===== src/rtl/inst_fetch_ctrl.sv =====
// rtl/inst_fetch_ctrl.sv - instruction fetch sequencer with PC, 2-entry fetch queue, redirect and halt
module inst_fetch_ctrl #(
  parameter int              AW         = 8,
  parameter int              DW         = 16,
  parameter logic [AW-1:0]   RESET_PC   = '0,
  parameter logic [DW-1:0]   HALT_INSTR = '1
) (
  input  logic          clk,
  input  logic          rst_n,
  input  logic          en,
  output logic [AW-1:0] imem_addr,
  input  logic [DW-1:0] imem_data,
  input  logic          redirect_valid,
  input  logic [AW-1:0] redirect_pc,
  output logic          inst_valid,
  output logic [DW-1:0] inst_data,
  output logic [AW-1:0] inst_pc,
  input  logic          inst_ready,
  output logic          halted
);

  typedef enum logic {
    ST_RUN  = 1'b0,
    ST_HALT = 1'b1
  } state_t;

  state_t        state_q, state_d;
  logic [AW-1:0] pc_q, pc_d;
  logic [1:0]    count_q, count_d;
  // ent0 is always the queue head; ent1 only holds data when count_q == 2
  logic [DW-1:0] ent0_data_q, ent0_data_d;
  logic [AW-1:0] ent0_pc_q, ent0_pc_d;
  logic [DW-1:0] ent1_data_q, ent1_data_d;
  logic [AW-1:0] ent1_pc_q, ent1_pc_d;

  logic pop;
  logic fetch;

  // Every output is a flop, so inst_ready/redirect_valid never reach them combinationally
  assign imem_addr  = pc_q;
  assign inst_valid = (count_q != 2'd0);
  assign inst_data  = ent0_data_q;
  assign inst_pc    = ent0_pc_q;
  assign halted     = (state_q == ST_HALT);

  assign pop   = inst_valid & inst_ready;
  assign fetch = (state_q == ST_RUN) & en & ~redirect_valid & ((count_q < 2'd2) | pop);

  // Next-state: redirect flushes and retargets; otherwise push the fetched word and/or pop the head
  always_comb begin
    state_d     = state_q;
    pc_d        = pc_q;
    count_d     = count_q;
    ent0_data_d = ent0_data_q;
    ent0_pc_d   = ent0_pc_q;
    ent1_data_d = ent1_data_q;
    ent1_pc_d   = ent1_pc_q;

    if (redirect_valid) begin
      count_d = 2'd0;
      pc_d    = redirect_pc;
      state_d = ST_RUN;
    end else begin
      if (fetch) begin
        pc_d = pc_q + AW'(1);
        if (imem_data == HALT_INSTR) begin
          state_d = ST_HALT;
        end
      end

      case ({pop, fetch})
        2'b01: begin
          if (count_q == 2'd0) begin
            ent0_data_d = imem_data;
            ent0_pc_d   = pc_q;
          end else begin
            ent1_data_d = imem_data;
            ent1_pc_d   = pc_q;
          end
          count_d = count_q + 2'd1;
        end
        2'b10: begin
          ent0_data_d = ent1_data_q;
          ent0_pc_d   = ent1_pc_q;
          count_d     = count_q - 2'd1;
        end
        2'b11: begin
          if (count_q == 2'd1) begin
            ent0_data_d = imem_data;
            ent0_pc_d   = pc_q;
          end else begin
            ent0_data_d = ent1_data_q;
            ent0_pc_d   = ent1_pc_q;
            ent1_data_d = imem_data;
            ent1_pc_d   = pc_q;
          end
        end
        default: ;
      endcase
    end
  end

  // State, PC and queue registers with synchronous active-low reset
  always_ff @(posedge clk) begin
    if (!rst_n) begin
      state_q     <= ST_RUN;
      pc_q        <= RESET_PC;
      count_q     <= 2'd0;
      ent0_data_q <= '0;
      ent0_pc_q   <= '0;
      ent1_data_q <= '0;
      ent1_pc_q   <= '0;
    end else begin
      state_q     <= state_d;
      pc_q        <= pc_d;
      count_q     <= count_d;
      ent0_data_q <= ent0_data_d;
      ent0_pc_q   <= ent0_pc_d;
      ent1_data_q <= ent1_data_d;
      ent1_pc_q   <= ent1_pc_d;
    end
  end

endmodule

===== config.mk =====
export PLATFORM = sky130hd
export DESIGN_NAME = inst_fetch_ctrl
export DESIGN_NICKNAME = d
export VERILOG_FILES = /design/src/rtl/inst_fetch_ctrl.sv
export SDC_FILE = /design/constraint.sdc
export NUM_CORES = 1
export LEC_CHECK = 0
export BUFFER_PORTS_ARGS = -buffer_cell sky130_fd_sc_hd__buf_2
export CORE_ASPECT_RATIO = 0.9
export CORE_MARGIN = 2
export CORE_UTILIZATION = 46
export CTS_BUF_LIST = sky130_fd_sc_hd__clkbuf_4 sky130_fd_sc_hd__clkbuf_8
export CTS_CLUSTER_DIAMETER = 150
export CTS_CLUSTER_SIZE = 10
export DETAILED_ROUTE_END_ITERATION = 12
export GPL_TIMING_DRIVEN = 0
export MAX_ROUTING_LAYER = met4
export PLACE_DENSITY = 0.81
export SYNTH_ARGS = -nofsm -noshare
export SYNTH_HDL_FRONTEND = slang
export SYNTH_SLANG_ARGS = --single-unit

===== constraint.sdc =====
create_clock -name clk -period 2.8 [get_ports clk]
set_input_delay 0.56 -clock clk [delete_from_list [all_inputs] [get_ports clk]]
set_output_delay 0.56 -clock clk [all_outputs]
set_load 0.05 [all_outputs]

# After elaboration in Yosys (flattened, before gate mapping)
# Index checks and enable logic that the tools add are counted.
# totals
reg_bits,59
input_bits,29
output_inout_bits,34
elab_cells,52
# classes
n_addsub,3
magnitude_cmp,1
eq_ne,8
muxes,15
n_bitwise,8
reduce_logical,10
# ops
operator,count
$mux W16,4
$mux W8,6
$pmux W16 S3,1
$pmux W16 S2,1
$pmux W8 S3,1
$eq A16 B16 Y1 const B,1
$pmux W8 S2,1
$add A8 B1 Y8 const B,1
$reduce_bool A2 Y1,4
$ne A2 B2 Y1 const B,3
$and A1 B1 Y1,4
$eq A2 B1 Y1 const B,2
$eq A2 B2 Y1 const B,2
$pmux W2 S2,1
$reduce_and A4 Y1,1
$not A1 Y1,3
$reduce_and A3 Y1,1
$reduce_bool A3 Y1,1
$add A2 B1 Y2 const B,1
$logic_not A2 Y1,1
$lt A2 B2 Y1 const B,1
$reduce_and A2 Y1,1
$reduce_or A2 Y1,1
$sub A2 B1 Y2 const B,1
$or A1 B1 Y1,1

# Logic depth before layout (Yosys ltp)
# depth
word_depth,7
ltp_mapped,14
mapped_depth_nobuf,11

# Worst setup path after synthesis
# Ideal clock, no wire load.
# synth_timing
path_type,flip-flop to flip-flop
start,register count_q[1]
end,register ent1_pc_q[4]
setup_ns,0.118
arrival_time_ns,2.336
required_time_ns,2.682
path_slack_ns,0.347
path_stages_with_launch,15
n_path_buf,3
period_less_slack_ns,2.453
cell_sequence,dfxtp_1 > buf_2 > inv_1 > ha_1 > nand2b_4 > buf_6 > a21oi_2 > nand2_1 > inv_1 > ha_1 > nand2_1 > o211ai_2 > buf_4 > mux2i_1 > nor2b_1
# synth_via
elab_chain_cells,7
word_cells_on_any_way,14
cone_classes,1 x order compare; 5 x eq/ne; 1 x mux; 3 x bitwise; 4 x reduce/logical
# synth_rtl
element,line_no,rtl
"start, declared",29,"logic [1:0] count_q, count_d;"
"start signal, assigned",116,count_q <= count_d;
$reduce_bool A2 Y1,41,assign inst_valid = (count_q != 2'd0);
$and A1 B1 Y1,46,assign pop = inst_valid & inst_ready;
$or A1 B1 Y1,47,assign fetch = (state_q == ST_RUN) & en & ~redirect_valid & ((count_q < 2'd2) | pop);
$and A1 B1 Y1,47,
$eq A2 B2 Y1 or $eq A2 B1 Y1 (tied branches),71,"case ({pop, fetch})"
$ne A2 B2 Y1 (no source line) or $reduce_bool A2 Y1 (tied branches),-,
$reduce_and A4 Y1 (no source line),-,
"end signal, assigned",120,ent1_pc_q <= ent1_pc_d;
"end, declared",34,"logic [AW-1:0] ent1_pc_q, ent1_pc_d;"
# Parallel ways exist; a longest one is shown, timed or not.
# A chain may end at the register's enable or synchronous reset.

# Final worst setup path
# layout_timing
start,register count_q[1]
end,register ent1_data_q[5]
# layout_via
elab_chain_cells,7
word_cells_on_any_way,14
cone_classes,1 x order compare; 5 x eq/ne; 1 x mux; 3 x bitwise; 4 x reduce/logical
# layout_rtl
element,line_no,rtl
$reduce_bool A2 Y1,41,
$and A1 B1 Y1,46,
$or A1 B1 Y1,47,
$and A1 B1 Y1,47,
$eq A2 B2 Y1 or $eq A2 B1 Y1 (tied branches),71,
$ne A2 B2 Y1 (no source line) or $reduce_bool A2 Y1 (tied branches),-,
$reduce_and A4 Y1 (no source line),-,
"end signal, assigned",119,ent1_data_q <= ent1_data_d;
"end, declared",33,"logic [DW-1:0] ent1_data_q, ent1_data_d;"
# Parallel ways exist; a longest one is shown, timed or not.

==> reports/qor.txt <==
DRT Pass-1 Iters = 4
IO buf count = 61
CTS Buffer Depth = 2
GP Congestion = 0.8236
Yosys warnings = 0
Fin crit share = 93.85%
Final Max Slew Viols = 0
Hold path depth = 3
Die footprint = 6330 µm²
Post-DRT Antenna Nets = 0
Post-synth top area share = 44.97%
Chip Width = 83.65 µm
CP Max Fanout = 10
Clock Sink Count = 59
Grt total ovfl = 0
Layout cells sized above 1 = 30.08%
Clk_lat worst skew = 0.34 ns
Worst-path clk slew = 0.06 ns
Worst Tran Pin Value = 0.4701 ns
Core Area = 5595 µm²
Worst min-delay path endpoint = imem_addr[4]$_SDFFE_PN0P_
PwrDens = 679.4 nW/µm²
First-pass GRT wire length = 10120 µm
Leak pwr = 1.555 nW
Asr flop ratio synth = 0%
CP Capture Type = flop
Critical path data arrival time = 2.86 ns
Ant. Diodes = 0
Largest net degree at the start of global routing = 11
Main combinational cell family by area after synthesis = compound AO/OA/AOI/OAI gates
Crit-path cells = buf_4 -> inv_1 -> ha_1 -> nand2b_4 -> buf_6 -> a21oi_4 -> nand2_1 -> inv_1 -> ha_2 -> nand2_1 -> o211ai_4 -> buf_6 -> mux2i_1 -> nor2b_1
CP max stage cell = dfxtp_1
Nets = 389
Avg Cell Area, Syn = 9.585 µm²
Synth Area in Compound Gates = 23.44%
Routed via count divided by cell count = 5.538
Slew headroom = 68.37%
Area delta synth->final = 28.06%
Synth unique cells = 33
Cell area after layout = 3363 µm²
Delay-heaviest family, CP = buffers and inverters
Synth Register Bits = 59
DRC = 0
Finished Core Util = 60.11%
Placed inst area = 3019 µm²
Post-synthesis mux area share = 9.528%
Reg2reg start = count_q[1]$_SDFFE_PP0P_
Worst Path Required = 3.03 ns
Net count after synthesis = 309
Sequential fraction of the synthesis area = 44.97%
Tmin final = 2.628 ns
Non-filler cells, final = 429
Tot Pwr = 2.285 mW
# H-tree levels = 3
Crit path buffers/inverters = 5
Synth Area in XOR/XNOR = 3.001%
Hold Path Class = in -> reg
Synth area leaders = dfxtp_1 (45%), mux2i_1 (9.5%), a21oi_1 (6.9%)
Worst Skew = 0.004804 ns
Post-Synth Adder-Cell Area = 2.859%
Total CTS buffers = 9
Yosys top cell by area = dfxtp_1
Placed insts = 405
Critical path startpoint category = flop
Max cap viols = 0
Crit Path Class = reg -> reg
Std-Cell Rows = 26
Count leader, synth = dfxtp_1
Predominant post-synthesis flop cell = dfxtp_1
DIE HEIGHT = 75.68 µm
Ports = 63
CTS tree = yes
Hold_sp = redirect_pc[4]
Worst path max stage delay = 0.31 ns
Initial antenna violation count = 0
Cells after synthesis = 274
# fillers = 490
Final setup vio count = 0
Number of global-route vias before repair = 2149
R2R Setup Slk = 0.17 ns
Top achievable clock speed = 380.6 MHz
Routed wire per std cell = 15.26 µm
Final-report hold violation count = 0
Clock root buffer = clkbuf_8
Reg-to-reg endpoint = ent1_data_q[5]$_SDFFE_PN0P_
Simple-Gate Fraction of Synth Area = 10.77%
Synth top cells by count = dfxtp_1 (59), a21oi_1 (36), mux2i_1 (25), nor2b_1 (25)
R2r worst-path depth = 14
Min Hold Slack = 0.4896 ns
Detailed placement HPWL = 4397 µm
Outcome = complete, no violations
Drt total wl = 6545 µm
Aggregate global-route resource usage = 21.02%
Initial Util = 46.94%
Worst vdd ir = 0.3614 mV
Vias = 2376
Synthesized area = 2626 µm²
Drt initial violations = 107
Number of flops mapped to enable cells by yosys = 0
Hold buffers post-CTS = 0
cells by family (layout without fill, tap and decap cells):
group,count (synthesis),count (layout)
AO/OA/AOI/OAI,101,101
XOR/XNOR,9,9
adder cells (fa/ha/maj),6,6
buffers and inverters,29,114
flip-flops,59,59
multiplexers,25,25
AND/OR/NAND/NOR,45,45
worst reg2reg max path, cell delays in order, from the launching register on:
cell	delay [ns]
dfxtp_1	0.31
buf_4	0.17
inv_1	0.09
ha_1	0.24
nand2b_4	0.16
buf_6	0.14
a21oi_4	0.16
nand2_1	0.11
inv_1	0.11
ha_2	0.22
nand2_1	0.13
o211ai_4	0.19
buf_6	0.20
mux2i_1	0.23
nor2b_1	0.07
cell type report:
cell class / instances / area (µm²) / share of cell area (%)
plain buffers: 21 / 136.4 / 4.055
clock buffers: 12 / 158.9 / 4.725
clock inverters: 4 / 72.57 / 2.158
inverters: 8 / 30.03 / 0.8929
multi-input cells: 186 / 1324 / 39.36
flip-flops and latches: 59 / 1181 / 35.12
well taps: 70 / 87.58 / 2.604
repair buffers: 69 / 372.9 / 11.09
how the worst max path moves through the flow:
stage | startpoint | to | slack [ns] | cells after the start
2_1_floorplan | count_q[1]$_SDFFE_PP0P_ | ent1_pc_q[4]$_SDFFE_PN0P_ | 0.35 | 14
3_3_place_gp | count_q[1]$_SDFFE_PP0P_ | ent1_data_q[6]$_SDFFE_PN0P_ | 0.08 | 14
3_5_place_dp | count_q[1]$_SDFFE_PP0P_ | ent1_data_q[6]$_SDFFE_PN0P_ | -0.03 | 14
4_1_cts | count_q[1]$_SDFFE_PP0P_ | ent1_data_q[5]$_SDFFE_PN0P_ | 0.0005 | 14
5_1_grt | count_q[1]$_SDFFE_PP0P_ | ent1_data_q[5]$_SDFFE_PN0P_ | -0.008 | 14
6_report | count_q[1]$_SDFFE_PP0P_ | ent1_data_q[5]$_SDFFE_PN0P_ | 0.17 | 14
metal layers:
| metal | track usage, % | up-vias | part of all wire (%) |
|---|---|---|---|
| li1 | - | 1144 | - |
| met1 | 27.39 | 1128 | 46 |
| met2 | 31.64 | 93 | 45 |
| met3 | 5.200 | 11 | 7.0 |
| met4 | 8.781 | 0 | 1.4 |
| met5 | - | - | 0 |
flip-flops by register name (all words and copies together) (netlist names):
name         cells
ent1_data_q     16
ent1_pc_q        8
count_q          2
inst_data       16
halted           1
imem_addr        8
inst_pc          8
report_power, final:
part	total, mW	leakage (nW)	internal, mW	switching (mW)
sequential	0.935	0.483	0.896	0.0390
clock	0.888	0.116	0.558	0.330
combinational	0.462	0.956	0.150	0.312
timing repair:
item | CTS | global route
buffers inserted | 0 | 6
cloned | 0 | 2
gates resized for setup | 5 | 15
pin swaps | 0 | 2
setup endpoints to repair | 23 | 40
stage by stage:
stage | setup slack (ns) | TNS (ns)
final | 0.1723 | 0
after global routing | -0.008024 | -0.02000
after CTS | 0.0004734 | 0
after detailed placement | -0.02740 | -0.07179
after global placement | 0.07613 | 0
after floorplan | 0.3466 | 0
layout by cell type, fill, tap and decap left out, drive strengths merged, types with 3 or more instances in the layout:
cell type,n
buf,81
dfxtp,59
a21oi,37
o21ai,32
nor2b,25
mux2i,25
a22oi,24
clkbuf,21
inv,8
xnor2,7
ha,6
a211oi,5
nand2,5
nand4,5
nor2,3
No activity file was read; power rests on OpenSTA's default activity.
